### src/rtl/mem_access_ctrl.sv
// Memory-access stage controller: one RV32 load/store per transaction onto a
// word-only LSU, with read-modify-write for sub-word stores and load extension.
module mem_access_ctrl (
  input  logic        clk,
  input  logic        rstn_i,
  input  logic        valid_i,
  output logic        ready_o,
  input  logic        is_load_i,
  input  logic        is_store_i,
  input  logic [2:0]  funct3_i,
  input  logic [31:0] addr_i,
  input  logic [31:0] wdata_i,
  input  logic [4:0]  rd_i,
  output logic        lsu_read_o,
  output logic        lsu_write_o,
  output logic [31:0] lsu_addr_o,
  output logic [31:0] lsu_data_o,
  input  logic [31:0] lsu_data_i,
  input  logic        lsu_valid_i,
  output logic        valid_o,
  output logic [31:0] rdata_o,
  output logic [4:0]  rd_o,
  output logic        rd_we_o,
  output logic        err_o
);

  typedef enum logic [2:0] {IDLE, LOAD, RMW_RD, RMW_GAP, STORE, DONE} state_t;

  state_t      state_q, state_d;
  logic [1:0]  lane_q, lane_d;
  logic [2:0]  funct3_q, funct3_d;
  logic [15:0] wdata_q, wdata_d;
  logic [31:0] word_q, word_d;
  logic        lsu_read_q, lsu_read_d;
  logic        lsu_write_q, lsu_write_d;
  logic [31:0] lsu_addr_q, lsu_addr_d;
  logic [31:0] lsu_data_q, lsu_data_d;
  logic        valid_q, valid_d;
  logic [31:0] rdata_q, rdata_d;
  logic [4:0]  rd_q, rd_d;
  logic        rd_we_q, rd_we_d;
  logic        err_q, err_d;
  logic        f3_ok, illegal;

  function automatic logic [31:0] load_ext(input logic [2:0] f3, input logic [1:0] lane,
                                           input logic [31:0] w);
    logic [7:0]  b;
    logic [15:0] h;
    case (lane)
      2'd0:    b = w[7:0];
      2'd1:    b = w[15:8];
      2'd2:    b = w[23:16];
      default: b = w[31:24];
    endcase
    h = lane[1] ? w[31:16] : w[15:0];
    case (f3[1:0])
      2'b00:   load_ext = f3[2] ? {24'b0, b} : {{24{b[7]}}, b};
      2'b01:   load_ext = f3[2] ? {16'b0, h} : {{16{h[15]}}, h};
      default: load_ext = w;
    endcase
  endfunction

  function automatic logic [31:0] merge(input logic is_half, input logic [1:0] lane,
                                        input logic [31:0] w, input logic [15:0] wd);
    logic [31:0] m;
    m = w;
    if (is_half) begin
      if (lane[1]) m[31:16] = wd;
      else         m[15:0]  = wd;
    end else begin
      case (lane)
        2'd0:    m[7:0]   = wd[7:0];
        2'd1:    m[15:8]  = wd[7:0];
        2'd2:    m[23:16] = wd[7:0];
        default: m[31:24] = wd[7:0];
      endcase
    end
    merge = m;
  endfunction

  always_comb begin
    f3_ok   = (funct3_i == 3'b000) || (funct3_i == 3'b001) || (funct3_i == 3'b010) ||
              (funct3_i == 3'b100) || (funct3_i == 3'b101);
    // Halfword check covers both H and HU encodings.
    illegal = (is_load_i == is_store_i) || !f3_ok || (is_store_i && funct3_i[2]) ||
              ((funct3_i[1:0] == 2'b01) && addr_i[0]) ||
              ((funct3_i == 3'b010) && (addr_i[1:0] != 2'b00));
  end

  always_comb begin
    state_d     = state_q;
    lane_d      = lane_q;
    funct3_d    = funct3_q;
    wdata_d     = wdata_q;
    word_d      = word_q;
    lsu_read_d  = lsu_read_q;
    lsu_write_d = lsu_write_q;
    lsu_addr_d  = lsu_addr_q;
    lsu_data_d  = lsu_data_q;
    valid_d     = valid_q;
    rdata_d     = rdata_q;
    rd_d        = rd_q;
    rd_we_d     = rd_we_q;
    err_d       = err_q;
    case (state_q)
      IDLE: begin
        if (valid_i) begin
          lane_d     = addr_i[1:0];
          funct3_d   = funct3_i;
          wdata_d    = wdata_i[15:0];
          rd_d       = rd_i;
          lsu_addr_d = {addr_i[31:2], 2'b00};
          if (illegal) begin
            state_d = DONE;
            valid_d = 1'b1;
            err_d   = 1'b1;
            rdata_d = 32'b0;
            rd_we_d = 1'b0;
          end else if (is_load_i) begin
            state_d    = LOAD;
            lsu_read_d = 1'b1;
          end else if (funct3_i == 3'b010) begin
            state_d     = STORE;
            lsu_write_d = 1'b1;
            lsu_data_d  = wdata_i;
          end else begin
            state_d    = RMW_RD;
            lsu_read_d = 1'b1;
          end
        end
      end
      LOAD: begin
        if (lsu_valid_i) begin
          state_d    = DONE;
          lsu_read_d = 1'b0;
          rdata_d    = load_ext(funct3_q, lane_q, lsu_data_i);
          rd_we_d    = 1'b1;
          valid_d    = 1'b1;
        end
      end
      RMW_RD: begin
        if (lsu_valid_i) begin
          state_d    = RMW_GAP;
          lsu_read_d = 1'b0;
          word_d     = lsu_data_i;
        end
      end
      // One idle cycle between the read and the write lets the LSU settle.
      RMW_GAP: begin
        state_d     = STORE;
        lsu_write_d = 1'b1;
        lsu_data_d  = merge(funct3_q[0], lane_q, word_q, wdata_q);
      end
      STORE: begin
        if (lsu_valid_i) begin
          state_d     = DONE;
          lsu_write_d = 1'b0;
          rdata_d     = 32'b0;
          valid_d     = 1'b1;
        end
      end
      DONE: begin
        state_d = IDLE;
        valid_d = 1'b0;
        err_d   = 1'b0;
        rd_we_d = 1'b0;
        rdata_d = 32'b0;
      end
      default: state_d = IDLE;
    endcase
  end

  always_ff @(posedge clk or negedge rstn_i) begin
    if (!rstn_i) begin
      state_q     <= IDLE;
      lane_q      <= 2'b0;
      funct3_q    <= 3'b0;
      wdata_q     <= 16'b0;
      word_q      <= 32'b0;
      lsu_read_q  <= 1'b0;
      lsu_write_q <= 1'b0;
      lsu_addr_q  <= 32'b0;
      lsu_data_q  <= 32'b0;
      valid_q     <= 1'b0;
      rdata_q     <= 32'b0;
      rd_q        <= 5'b0;
      rd_we_q     <= 1'b0;
      err_q       <= 1'b0;
    end else begin
      state_q     <= state_d;
      lane_q      <= lane_d;
      funct3_q    <= funct3_d;
      wdata_q     <= wdata_d;
      word_q      <= word_d;
      lsu_read_q  <= lsu_read_d;
      lsu_write_q <= lsu_write_d;
      lsu_addr_q  <= lsu_addr_d;
      lsu_data_q  <= lsu_data_d;
      valid_q     <= valid_d;
      rdata_q     <= rdata_d;
      rd_q        <= rd_d;
      rd_we_q     <= rd_we_d;
      err_q       <= err_d;
    end
  end

  assign ready_o     = (state_q == IDLE);
  assign lsu_read_o  = lsu_read_q;
  assign lsu_write_o = lsu_write_q;
  assign lsu_addr_o  = lsu_addr_q;
  assign lsu_data_o  = lsu_data_q;
  assign valid_o     = valid_q;
  assign rdata_o     = rdata_q;
  assign rd_o        = rd_q;
  assign rd_we_o     = rd_we_q;
  assign err_o       = err_q;

endmodule
### config.mk
export PLATFORM = sky130hd
export DESIGN_NAME = mem_access_ctrl
export DESIGN_NICKNAME = d
export VERILOG_FILES = /design/src/rtl/mem_access_ctrl.sv
export SDC_FILE = /design/constraint.sdc
export NUM_CORES = 1
export LEC_CHECK = 0
export CAP_MARGIN = 20
export CELL_PAD_IN_SITES_DETAIL_PLACEMENT = 2
export CELL_PAD_IN_SITES_GLOBAL_PLACEMENT = 2
export CORE_ASPECT_RATIO = 0.5
export CORE_MARGIN = 8
export CORE_UTILIZATION = 30
export DETAILED_ROUTE_END_ITERATION = 10
export PLACE_DENSITY = 0.9
export SETUP_SLACK_MARGIN = 0.3
export SYNTH_ARGS = -nofsm -noshare
export SYNTH_HDL_FRONTEND = slang
export SYNTH_SLANG_ARGS = --single-unit
### constraint.sdc
create_clock -name clk -period 2.1 [get_ports clk]
set_input_delay 0.21 -clock clk [delete_from_list [all_inputs] [get_ports clk]]
set_output_delay 0.21 -clock clk [all_outputs]
set_load 0.05 [all_outputs]
==> results.cfg <==
[routing]
vias = 7659
drt_first_pass_iters = 5
drcViolationCount = 0
ant_nets = 0
vias_per_cell = 5.95
wl_per_cell_microns = 37.5
drt_iter0_markers = 775
routed_wl_microns = 48300

[die]
die-width_microns = 241
start_util_pct = 30.3
die_y_microns = 128
design.die.area_sq_mm = 0.0309
coreArea_sq_mm = 0.0250
num_rows = 41
ioPinCount = 217

[clock_tree]
cts_sinks = 160
cts.clk_slew.worst_paths_ps = 100
clockRootBuffer = clkbuf_16
tritoncts.num_buffers = 17
cts_buffer_depth = 2
insertion_delay_ps = 470
htreeDepth = 4
cts_tree = done

[critical_path]
max_stage_delay_ps = 550
cp_slowest_cell = o21ai_0
criticalPathCategory = reg -> reg
crit_path_start_kind = flop
path_max_fanout = 9
cp_num_buf_inv = 1
cp_top_family = compound AO/OA/AOI/OAI gates
path_cells = nor2b_2, nor2_2, buf_12, mux2i_1, o21ai_0, mux2_4
end_kind = flop
critPathArrivalTime_ps = 2570
cp.required_ps = 2490

[yosys]
synthesis.area_sq_mm = 0.00756
ys_ff_latch = 160
ys.warnings.count = 0
synth_ff_type = dfrtp_1
synthArstFlopShare_pct = 100
syn_area_per_cell_sq_um = 11.7
synth_area_leaders = dfrtp_1, mux2_2, nand2_1, a22o_1, o21ai_0
netlist.area_leader.share_pct = 52.9
synth_cell_types = 46
synth_edf_count = 0
synth_top_area_cell = dfrtp_1
ys_seq_area_share_pct = 52.9
syn_inst = 645

[timing]
report.final.slew_viol_count = 0
hold_viol_final = 0
fin_crit_ps = 2180
grt_setup_unrepaired = yes
setup_ws_ps = -79.9
finalSetupViolations = 3
max_freq_mhz = 459
worst_pin_slew_ps = 636
timing.final.crit_share_pct = 104
skew_ps = 25.4
slew-limit-headroom_pct = 57.1

[place]
dp_slack_ps = -379
place_area_sq_mm = 0.0104
gp_congestion = 0.891
dp_hpwl_microns = 23500
port_buffers = 214

[global_routing]
grt_pass1_vias = 8308
grt_max_degree = 65
grt_pass1_wl_microns = 62300
grt_use_total_pct = 27.6
grt-ovfl-total = 0
antenna_found_initial = 5

[outcome]
outcome = finished with violations
violations = setup timing

[finish]
drive_above_1_share_pct = 32.3
layout_common_cells = dfrtp_1, mux2_4, dlygate4sd2_1
final_common_cell = dfrtp_1
final_cell_area_sq_mm = 0.0124
fin_nets = 1037
area_growth_syn_to_layout_pct = 63.9

[power_and_ir_drop]
power_leakage_nw = 5.70
power_density_mw_per_mm2 = 1850
ir_worst_vdd_mv = 0.869

[job]
maxCapViolations = 0

[min_path]
min_path_type = in -> async
stage by stage:
step           TNS [ps]  utilization [%]  power (W)  hold WS, ps  std cells
2_1_floorplan         0                -     0.0120        -85.6        646
3_3_place_gp     -12030             41.6     0.0158          190       1201
3_5_place_dp     -23890             41.6     0.0165          201       1201
4_1_cts               0             46.5     0.0207          246       1265
5_1_grt           -40.9             49.6     0.0232          311       1288
6_report           -121             49.6     0.0229          294       1288
power by group:
part	switching, W	leakage (nW)	internal, W	total [W]
registers	0.00140	1.99	0.00442	0.00582
clock network	0.00154	0.290	0.00194	0.00348
logic	0.00859	3.41	0.00499	0.0136
total	0.0115	5.70	0.0113	0.0229
area by class of cell:
type	instances	area (sq um)
flip-flops and latches	160	4010
repair buffers	308	3280
multi-input cells	435	4040
inverters	5	18.8
diodes	5	12.5
clock inverters	9	134
well taps	344	430
clock buffers	22	464
fillers	2369	12600
path summary, 6_finish.rpt:
path / start / endpoint / slack (ps) / cells past startpoint
min: rstn_i / word_q[16]$_DFFE_PN0P_ / 290 / 2
max in group asynchronous: rstn_i / lsu_addr_o[3]$_DFFE_PN0P_ / 990 / 3
min in group clk: funct3_i[1] / funct3_q[1]$_DFFE_PN0P_ / 300 / 3
max reg2reg: funct3_q[0]$_DFFE_PN0P_ / lsu_data_o[6]$_DFFE_PN0P_ / -80 / 6
min reg2reg: lsu_addr_o[15]$_DFFE_PN0P_ / lsu_addr_o[15]$_DFFE_PN0P_ / 510 / 1
max: funct3_q[0]$_DFFE_PN0P_ / lsu_data_o[6]$_DFFE_PN0P_ / -80 / 6
registers in the layout (all words and copies together) (netlist names), 2 cells and up:
name / cells
rd_o: 5
state_q: 3
rdata_o: 32
lsu_data_o: 32
lsu_addr_o: 30
wdata_q: 16
word_q: 32
lane_q: 2
funct3_q: 3
cell usage after synthesis, drive strengths merged (13+ instances only):
cell,n
clkbuf,24
nor3,13
mux2i,16
a21oi,28
dfrtp,160
nand2b,28
mux2,126
a22o,26
nor2,18
buf,22
nand2,69
o21ai,46
metal layers:
| metal | up-vias | part of all wire [%] | track usage (%) |
|---|---|---|---|
| li1 | 2887 | - | - |
| met1 | 3989 | 37 | 31.6 |
| met2 | 548 | 48 | 47.2 |
| met3 | 233 | 6.8 | 5.56 |
| met4 | 2 | 7.9 | 17.0 |
| met5 | - | 0.027 | 0 |
repair_timing:
action,CTS,global route
hold endpoints to repair,47,0
gates cloned,11,5
hold buffers,1,0
buffers inserted,21,13
gates resized for setup,191,122
pin swaps,17,15
endpoints found under the setup margin,262,153
cell families after synthesis:
group           Yosys count  share of synthesized area [%]
flops                   160                           52.9
simple gates            151                           9.86
mux                     143                           21.7
compound gates          137                           12.1
buf+inv                  51                           3.16
xor+xnor                  2                          0.232
other cells               1                         0.0496
worst register-to-register path, delay by kind of cell (launching register included):
family,cells,cell delay [ps]
multiplexers,2,440
AO/OA/AOI/OAI,1,550
flip-flops,1,510
buffers and inverters,1,170
AND/OR/NAND/NOR,2,450
Note: power is estimated with default switching activity, not from simulation.
